$ cat src/rtl/sobel_seq_ctrl.sv
// Sobel sequencer: gathers a 3x3 pixel window, starts the Sobel core, and captures its result.
// Latency: start pulses 1 cycle after the 9th pixel; result_valid_o pulses 1 cycle after sobel_done_i.
// Backpressure: none. Pixels that arrive while busy are dropped and overrun_o is set. The core wait is bounded by TIMEOUT_CYC.
// Optional build macro SOBEL_SLIDING_WINDOW_EN keeps six pixels across starts. When it is undefined, each start needs nine fresh pixels.
module sobel_seq_ctrl #(
  parameter int MAX_PIXEL_BITS = 8,
  parameter int PX_W           = MAX_PIXEL_BITS,
  parameter int TIMEOUT_CYC    = 255
) (
  input  logic                clk_i,
  input  logic                nreset_i,
  input  logic                px_valid_i,
  input  logic [PX_W-1:0]     px_data_i,
  input  logic                abort_i,
  output logic [9*PX_W-1:0]   win_o,
  output logic                sobel_start_o,
  input  logic                sobel_done_i,
  input  logic [PX_W-1:0]     sobel_px_i,
  output logic [PX_W-1:0]     result_o,
  output logic                result_valid_o,
  output logic                overrun_o,
  output logic                timeout_o,
  output logic                busy_o
);

  typedef enum logic [1:0] {
    S_IDLE    = 2'd0,
    S_COLLECT = 2'd1,
    S_START   = 2'd2,
    S_WAIT    = 2'd3
  } state_t;

  // The last wait cycle on which a missing done causes a timeout.
  localparam logic [7:0] TMO_LAST = 8'(TIMEOUT_CYC - 1);

  state_t                  state_q, state_d;
  logic [3:0]              cnt_q, cnt_d;
  logic [7:0]              tmo_q, tmo_d;
  logic [8:0][PX_W-1:0]    win_q, win_d;
  logic [PX_W-1:0]         result_q, result_d;
  logic                    start_q, start_d;
  logic                    result_valid_q, result_valid_d;
  logic                    overrun_q, overrun_d;
  logic                    timeout_q, timeout_d;

  // Next-state logic. Abort overrides every other event. The window is written only in S_IDLE and S_COLLECT.
  always_comb begin
    state_d        = state_q;
    cnt_d          = cnt_q;
    tmo_d          = tmo_q;
    win_d          = win_q;
    result_d       = result_q;
    start_d        = 1'b0;
    result_valid_d = 1'b0;
    overrun_d      = overrun_q;
    timeout_d      = timeout_q;

    if (abort_i) begin
      state_d = S_IDLE;
      cnt_d   = 4'd0;
    end else begin
      unique case (state_q)
        S_IDLE: begin
          if (px_valid_i) begin
            win_d[0] = px_data_i;
            cnt_d    = 4'd1;
            state_d  = S_COLLECT;
          end
        end
        S_COLLECT: begin
          if (px_valid_i) begin
            win_d[cnt_q] = px_data_i;
            cnt_d        = cnt_q + 4'd1;
            if (cnt_q == 4'd8) begin
              state_d = S_START;
              start_d = 1'b1;
            end
          end
        end
        S_START: begin
          tmo_d   = 8'd0;
          state_d = S_WAIT;
          if (px_valid_i) begin
            overrun_d = 1'b1;
          end
        end
        S_WAIT: begin
          if (px_valid_i) begin
            overrun_d = 1'b1;
          end
          // If done arrives on the final wait cycle, it takes priority over the timeout.
          if (sobel_done_i) begin
            result_d       = sobel_px_i;
            result_valid_d = 1'b1;
`ifdef SOBEL_SLIDING_WINDOW_EN
            // Shift out the oldest row. Three new pixels then complete the next window.
            for (int k = 0; k < 6; k++) begin
              win_d[k] = win_q[k+3];
            end
            cnt_d   = 4'd6;
            state_d = S_COLLECT;
`else
            cnt_d   = 4'd0;
            state_d = S_IDLE;
`endif
          end else if (tmo_q == TMO_LAST) begin
            timeout_d = 1'b1;
            cnt_d     = 4'd0;
            state_d   = S_IDLE;
          end else begin
            tmo_d = tmo_q + 8'd1;
          end
        end
        default: begin
          state_d = S_IDLE;
          cnt_d   = 4'd0;
        end
      endcase
    end
  end

  // State and datapath registers with synchronous active-low reset.
  always_ff @(posedge clk_i) begin
    if (!nreset_i) begin
      state_q        <= S_IDLE;
      cnt_q          <= 4'd0;
      tmo_q          <= 8'd0;
      win_q          <= '0;
      result_q       <= '0;
      start_q        <= 1'b0;
      result_valid_q <= 1'b0;
      overrun_q      <= 1'b0;
      timeout_q      <= 1'b0;
    end else begin
      state_q        <= state_d;
      cnt_q          <= cnt_d;
      tmo_q          <= tmo_d;
      win_q          <= win_d;
      result_q       <= result_d;
      start_q        <= start_d;
      result_valid_q <= result_valid_d;
      overrun_q      <= overrun_d;
      timeout_q      <= timeout_d;
    end
  end

  assign win_o          = win_q;
  assign sobel_start_o  = start_q;
  assign result_o       = result_q;
  assign result_valid_o = result_valid_q;
  assign overrun_o      = overrun_q;
  assign timeout_o      = timeout_q;
  assign busy_o         = (state_q == S_START) || (state_q == S_WAIT);

endmodule

$ cat config.mk
export PLATFORM = sky130hd
export DESIGN_NAME = sobel_seq_ctrl
export DESIGN_NICKNAME = d
export VERILOG_FILES = /design/src/rtl/sobel_seq_ctrl.sv
export SDC_FILE = /design/constraint.sdc
export NUM_CORES = 1
export LEC_CHECK = 0
export CAP_MARGIN = 20
export CORE_ASPECT_RATIO = 1.4
export CORE_MARGIN = 4
export CORE_UTILIZATION = 54
export CTS_BUF_LIST = sky130_fd_sc_hd__clkbuf_2
export DETAILED_ROUTE_END_ITERATION = 10
export HOLD_SLACK_MARGIN = 0.03
export PLACE_DENSITY = 0.87
export SYNTH_ARGS = -nofsm -noshare
export SYNTH_HDL_FRONTEND = slang
export SYNTH_SLANG_ARGS = --single-unit
$ cat constraint.sdc
create_clock -name clk_i -period 3.75 [get_ports clk_i]
set_input_delay 0.5625 -clock clk_i [delete_from_list [all_inputs] [get_ports clk_i]]
set_output_delay 0.5625 -clock clk_i [all_outputs]
set_load 0.005 [all_outputs]
==> results of run 1 <==
power by group through the flow:
stage / clock network (uW) / logic (uW) / registers, uW
after floorplan: 0 / 66.8 / 1080
after global placement: 0 / 115 / 1080
after detailed placement: 0 / 119 / 1080
after CTS: 529 / 120 / 1060
after global routing: 571 / 128 / 1060
final: 520 / 119 / 1060
registers in the layout, indices dropped and copies added, names as in the netlist:
register / cells
cnt_q: 4
overrun_o: 1
result_o: 8
result_valid_o: 1
sobel_start_o: 1
state_q: 2
timeout_o: 1
tmo_q: 8
win_o: 72
logic make-up (layout without fill, tap and decap cells):
group / after synthesis / in the layout / share of synthesized area, %
compound gates: 35 / 35 / 6.13
fa+ha+maj: 11 / 11 / 3.41
buf+inv: 38 / 133 / 4.21
flops: 98 / 98 / 48.5
mux: 84 / 84 / 20.8
simple gates: 139 / 139 / 16.9
worst max-delay path, cell delays in order (launching register included):
cell and delay [ps]:
dfxtp_1 450, ha_1 400, nor2_1 90, inv_1 120
clkdlybuf4s50_1 520
path summary, 6_finish.rpt:
kind | start | end | slack [ps] | depth (start not counted)
setup / recovery | state_q[1] | busy_o | 1070 | 4
hold / removal | overrun_o | overrun_o | 470 | 2
setup reg to reg | state_q[1] | win_o[10] | 1590 | 6
hold reg to reg | overrun_o | overrun_o | 470 | 2
layer usage:
| layer | vias to the layer above | global-route usage [%] | share of wire [%] |
|---|---|---|---|
| met5 | - | 0 | 0 |
| met1 | 1522 | 25.8 | 41 |
| met2 | 115 | 42.1 | 51 |
| li1 | 1552 | - | - |
| met3 | 29 | 6.50 | 5.1 |
| met4 | 0 | 9.90 | 2.8 |
synth_stat cells (2+ instances only):
cell type | count | area, um^2
dfxtp_1 | 98 | 1960
mux2i_1 | 84 | 841
nor2_1 | 83 | 312
clkbuf_1 | 18 | 67.6
nand2_1 | 12 | 45.0
ha_1 | 11 | 138
inv_1 | 10 | 37.5
o21ai_0 | 10 | 50.1
nand3_1 | 7 | 35.0
a21oi_1 | 6 | 30.0
nand3b_1 | 5 | 37.5
a31oi_1 | 4 | 25.0
buf_2 | 4 | 20.0
buf_4 | 4 | 30.0
nand3_2 | 4 | 40.0
nor2b_1 | 4 | 25.0
and3_1 | 3 | 18.8
nand2b_1 | 3 | 18.8
and2_1 | 2 | 12.5
and2b_2 | 2 | 17.5
and4bb_2 | 2 | 25.0
nand4_1 | 2 | 12.5
o21bai_1 | 2 | 15.0
o311ai_0 | 2 | 17.5
per-stage QoR:
| stage | instances | hold WS (ps) | instance area, um^2 | power (uW) |
|---|---|---|---|---|
| 3_3_place_gp | 581 | 443 | 5090 | 1190 |
| 2_1_floorplan | 405 | 442 | 4040 | 1140 |
| 6_report | 597 | 467 | 5210 | 1700 |
| 3_5_place_dp | 581 | 445 | 5090 | 1200 |
| 4_1_cts | 597 | 473 | 5210 | 1710 |
| 5_1_grt | 597 | 492 | 5210 | 1760 |
area by class of cell:
cell class                      count  area, um^2  area share [%]
Clock inverter                      7        76.3            1.46
Inverter                           11        41.3           0.792
Tap cell                           97         121            2.33
Clock buffer                        9        45.0           0.864
Timing Repair Buffer              106        1060            20.3
Sequential cell                    98        1960            37.6
Multi-Input combinational cell    269        1910            36.6
==> metrics.cfg, run 1 <==
[run_status]
status=completed

[cells_and_area]
syn2layout_area_growth_pct=29.0
fillers=590
drive_gt1_share_pct=7.00
nets=527
diodes=0
final_common_cell=clkdlybuf4s50_1
utilization_pct=71.3
mostFrequentLayoutCells=clkdlybuf4s50_1, dfxtp_1, mux2i_1

[detailed_routing]
drt_iter0_markers=124
drc=0
ant_nets=0
vias=3218
wl_per_cell_um=17.0
via_per_inst=5.39
dr.pass1.iters=4
wirelength_um=10100

[pwr]
p_comb_share_pct=7.0
p_clk_share_pct=30.6
p_int_uw=1260
swShare_pct=25.5
seq_power_share_pct=62.3
leakage_uw=0.00239
vdd_drop_max_mv=0.270
power.density_nw_per_um2=326
power_switching_uw=432

[worst_hold_path]
hp-class=flip-flop to flip-flop

[sta]
worst_pin_slew_ps=976
fin_crit_ps=2680
finalSetupViolCount=0
grt_setup_unrepaired=false
finalCritPeriodShare_pct=71.5
slew-limit-headroom_pct=34.9
slew_viol_final=0
hold_viol=0
tns_ps=0
fin_ws_ps=1070
skew_ps=15.4
fmaxAchievable_ghz=0.373

[global_route]
antenna_found_initial=0
grt_overflow_total=0
grt_max_degree=59
gr-usage-all-layers_pct=23.5
grt_pass1_wl_um=16000
grt_pass1_vias=3341

[cts]
htreeDepth=3
postCtsHoldBufs=0
cts_buffers=9
tritoncts=built
path_clk_slew_ps=260
cts_buffer_depth=2
cts_root_buf=clkbuf_2
clk_latency_ps=540
cts-resized-gates=0
cts_setup_buffers=0
cts_sinks=98

[synth]
ys.flop_type=dfxtp_1
syn_area_um2=4040
async_flop_share_pct=0
synthCells=405
syn_avg_cell_area_um2=9.98
ys.warnings.count=0
syn_nets=437
synth-edff-count=0
yosysUniqueCellTypes=47
yosysSeqAreaShare_pct=48.5
ys_ff_latch=98

[setup_path]
criticalPathCategory=flip-flop to primary output
start_kind=flip-flop
timing.critical_path.fanout_max=12
cp.arrival_ps=2120
cp-end-kind=primary output
critical_path_required_ps=3190

[place]
dp_hpwl_um=7340
io_buffers=105
place_congestion=0.817
dpl_worst_slack_ps=1180

[floorplanning]
die-area_um2=8950
die_height_um=110
die_x_um=81.1
rows=37
start_util_pct=55.3
pin_count=106
core_area_um2=7310

[run]
drv_cap=0

No activity file was read; power rests on OpenSTA's default activity.
==> run 2, diff against run 1 <==
--- a/config.mk
+++ b/config.mk
@@ -8,11 +8,11 @@
 export CAP_MARGIN = 20
 export CORE_ASPECT_RATIO = 1.4
 export CORE_MARGIN = 4
-export CORE_UTILIZATION = 54
+export CORE_UTILIZATION = 45
 export CTS_BUF_LIST = sky130_fd_sc_hd__clkbuf_2
 export DETAILED_ROUTE_END_ITERATION = 10
 export HOLD_SLACK_MARGIN = 0.03
-export PLACE_DENSITY = 0.87
+export PLACE_DENSITY = 0.78
 export SYNTH_ARGS = -nofsm -noshare
 export SYNTH_HDL_FRONTEND = slang
 export SYNTH_SLANG_ARGS = --single-unit
==> constraint.sdc (replaced) <==
create_clock -name clk_i -period 2.2 [get_ports clk_i]
set_input_delay 0.33 -clock clk_i [delete_from_list [all_inputs] [get_ports clk_i]]
set_output_delay 0.33 -clock clk_i [all_outputs]
set_load 0.005 [all_outputs]
==> run 2 against run 1 <==
First-iteration DRC count rose by 43%; critical path depth rose by 2; utilization fell by 10 points; final area rose by 1.7%; register-to-register slack got worse by 1400 ps; sequential power rose by 70%; setup slack got worse by 850 ps; clock skew rose by 3.1 ps; hold slack got worse by 100 ps; global-route usage fell by 3.7 points; count of clock-buffer cells in the layout did not move; largest cell class unchanged; largest power group unchanged.
==> metrics.cfg, run 2 (synthesized netlist as in run 1, its figures left out) <==
[run_status]
status=completed

[detailed_routing]
via_per_inst=5.25
wirelength_um=10200
drc=0
wl_per_cell_um=16.7
drt_iter0_markers=177
ant_nets=0
dr.pass1.iters=4
vias=3214

[pwr]
p_int_uw=2140
power_switching_uw=700
p_clk_share_pct=29.0
vdd_drop_max_mv=0.414
swShare_pct=24.7
total_power_uw=2840
leakage_uw=0.00242
power.density_nw_per_um2=535
p_comb_share_pct=7.5
seq_power_share_pct=63.6

[sta]
slew_viol_final=0
skew_ps=18.4
tns_ps=0
slew-limit-headroom_pct=60.5
finalCritPeriodShare_pct=90.2
fmaxAchievable_ghz=0.504
finalSetupViolCount=0
grt_setup_unrepaired=false
hold_viol=0
worst_pin_slew_ps=586
fin_crit_ps=1990

[cts]
cts_root_buf=clkbuf_2
htreeDepth=3
tritoncts=built
cts_buffer_depth=2
clk_latency_ps=530
cts_buffers=9
path_clk_slew_ps=250
cts_sinks=98

[global_route]
grt_max_degree=51
grt_pass1_wl_um=16400
grt_overflow_total=0
use_met3_pct=5.70
grt_use_met1_pct=23.0
grt_pass1_vias=3306
use_met2_pct=34.7
gr-usage-all-layers_pct=19.9
busiest_layer=met2
antenna_found_initial=0

[setup_path]
timing.critical_path.fanout_max=13
critical_path_required_ps=2660
path_buf_inv=1
cp-end-kind=flip-flop
criticalPathCategory=flip-flop to flip-flop
cpPeakStageDelay_ps=430
start_kind=flip-flop
slowest_stage=dfxtp_4
cp.arrival_ps=2440
critPathLaunch=state_q[0]
reg2reg_from=state_q[0]
path_delay_family=simple AND/OR/NAND/NOR gates
path_cells=buf_4 > ha_1 > and4bb_2 > nand3_2 > mux2i_1 > nor2_1

[cells_and_area]
largest_register_ffs=72
utilization_pct=61.2
finalInstanceArea_um2=5300
mostFrequentLayoutCells=clkdlybuf4s50_1, dfxtp_1, mux2i_1
syn2layout_area_growth_pct=31.2
final_common_cell=clkdlybuf4s50_1
multiInputGateArea_um2=1930
nets=535
drive_gt1_share_pct=9.47
seqCellArea_um2=1970
diodes=0
fillers=754

[place]
dp_hpwl_um=7450
place_congestion=0.819
placed_area_um2=5170
io_buffers=105

[floorplanning]
rows=40
die_x_um=88.1
pin_count=106
die-area_um2=10600
start_util_pct=46.7
die_height_um=120
core_area_um2=8660

[worst_hold_path]
hp-class=primary input to flip-flop
min_from=sobel_px_i[5]

[run]
drv_cap=0

run 2: changes by cell type in the layout (fill, tap and decap cells not counted), moves of 2 or more:
cell      before  now
inv_6          2    0
clkinv_2       0    2
dfxtp_1       98   96
ha_1          11    9
buf_4          1    8
clkinv_4       2    0
dfxtp_4        0    2
run 2: cell type report:
cell class,count,area share (%)
flip-flops and latches,98,37.1
multi-input cells,269,36.3
repair buffers,114,21.3
well taps,105,2.48
clock inverters,6,1.11
clock buffers,9,0.850
inverters,11,0.779
run 2: power groups by stage:
stage | registers [uW] | clock network, uW | logic, uW
floorplan | 1830 | 0 | 114
CTS | 1800 | 847 | 213
finish | 1800 | 821 | 212
detailed placement | 1840 | 0 | 211
global placement | 1830 | 0 | 207
global route | 1810 | 912 | 229
run 2: per-stage QoR:
step | hold WS (ps) | instances | worst slack, ps
after detailed placement | 447 | 596 | 125
after global routing | 317 | 612 | 82.3
after global placement | 438 | 596 | 178
after CTS | 328 | 612 | 124
after floorplan | 442 | 405 | 545
final | 365 | 612 | 215
run 2: path summary, 6_finish.rpt:
path	slack [ps]	depth (start not counted)	endpoint
setup / recovery	210	6	win_o[42]
hold / removal	360	3	result_o[5]
setup reg to reg	210	6	win_o[42]
hold reg to reg	470	2	overrun_o
run 2: repair_timing:
action | in CTS | in global routing
hold buffers | 0 | 0
gates resized for setup | 9 | 1
setup endpoints to repair | 1 | 1
buffers inserted | 1 | 0
pin swaps | 0 | 0
run 2: tightest hold or removal path: stages:
cell	delay [ps]
clkdlybuf4s50_1	390
mux2i_1	120
nor2_1	50
run 2: metal layers:
metal / vias to the layer above / part of all wire [%]
met1: 1545 / 41
met4: 0 / 1.6
li1: 1569 / -
met3: 14 / 5.9
met2: 86 / 52
met5: - / 0
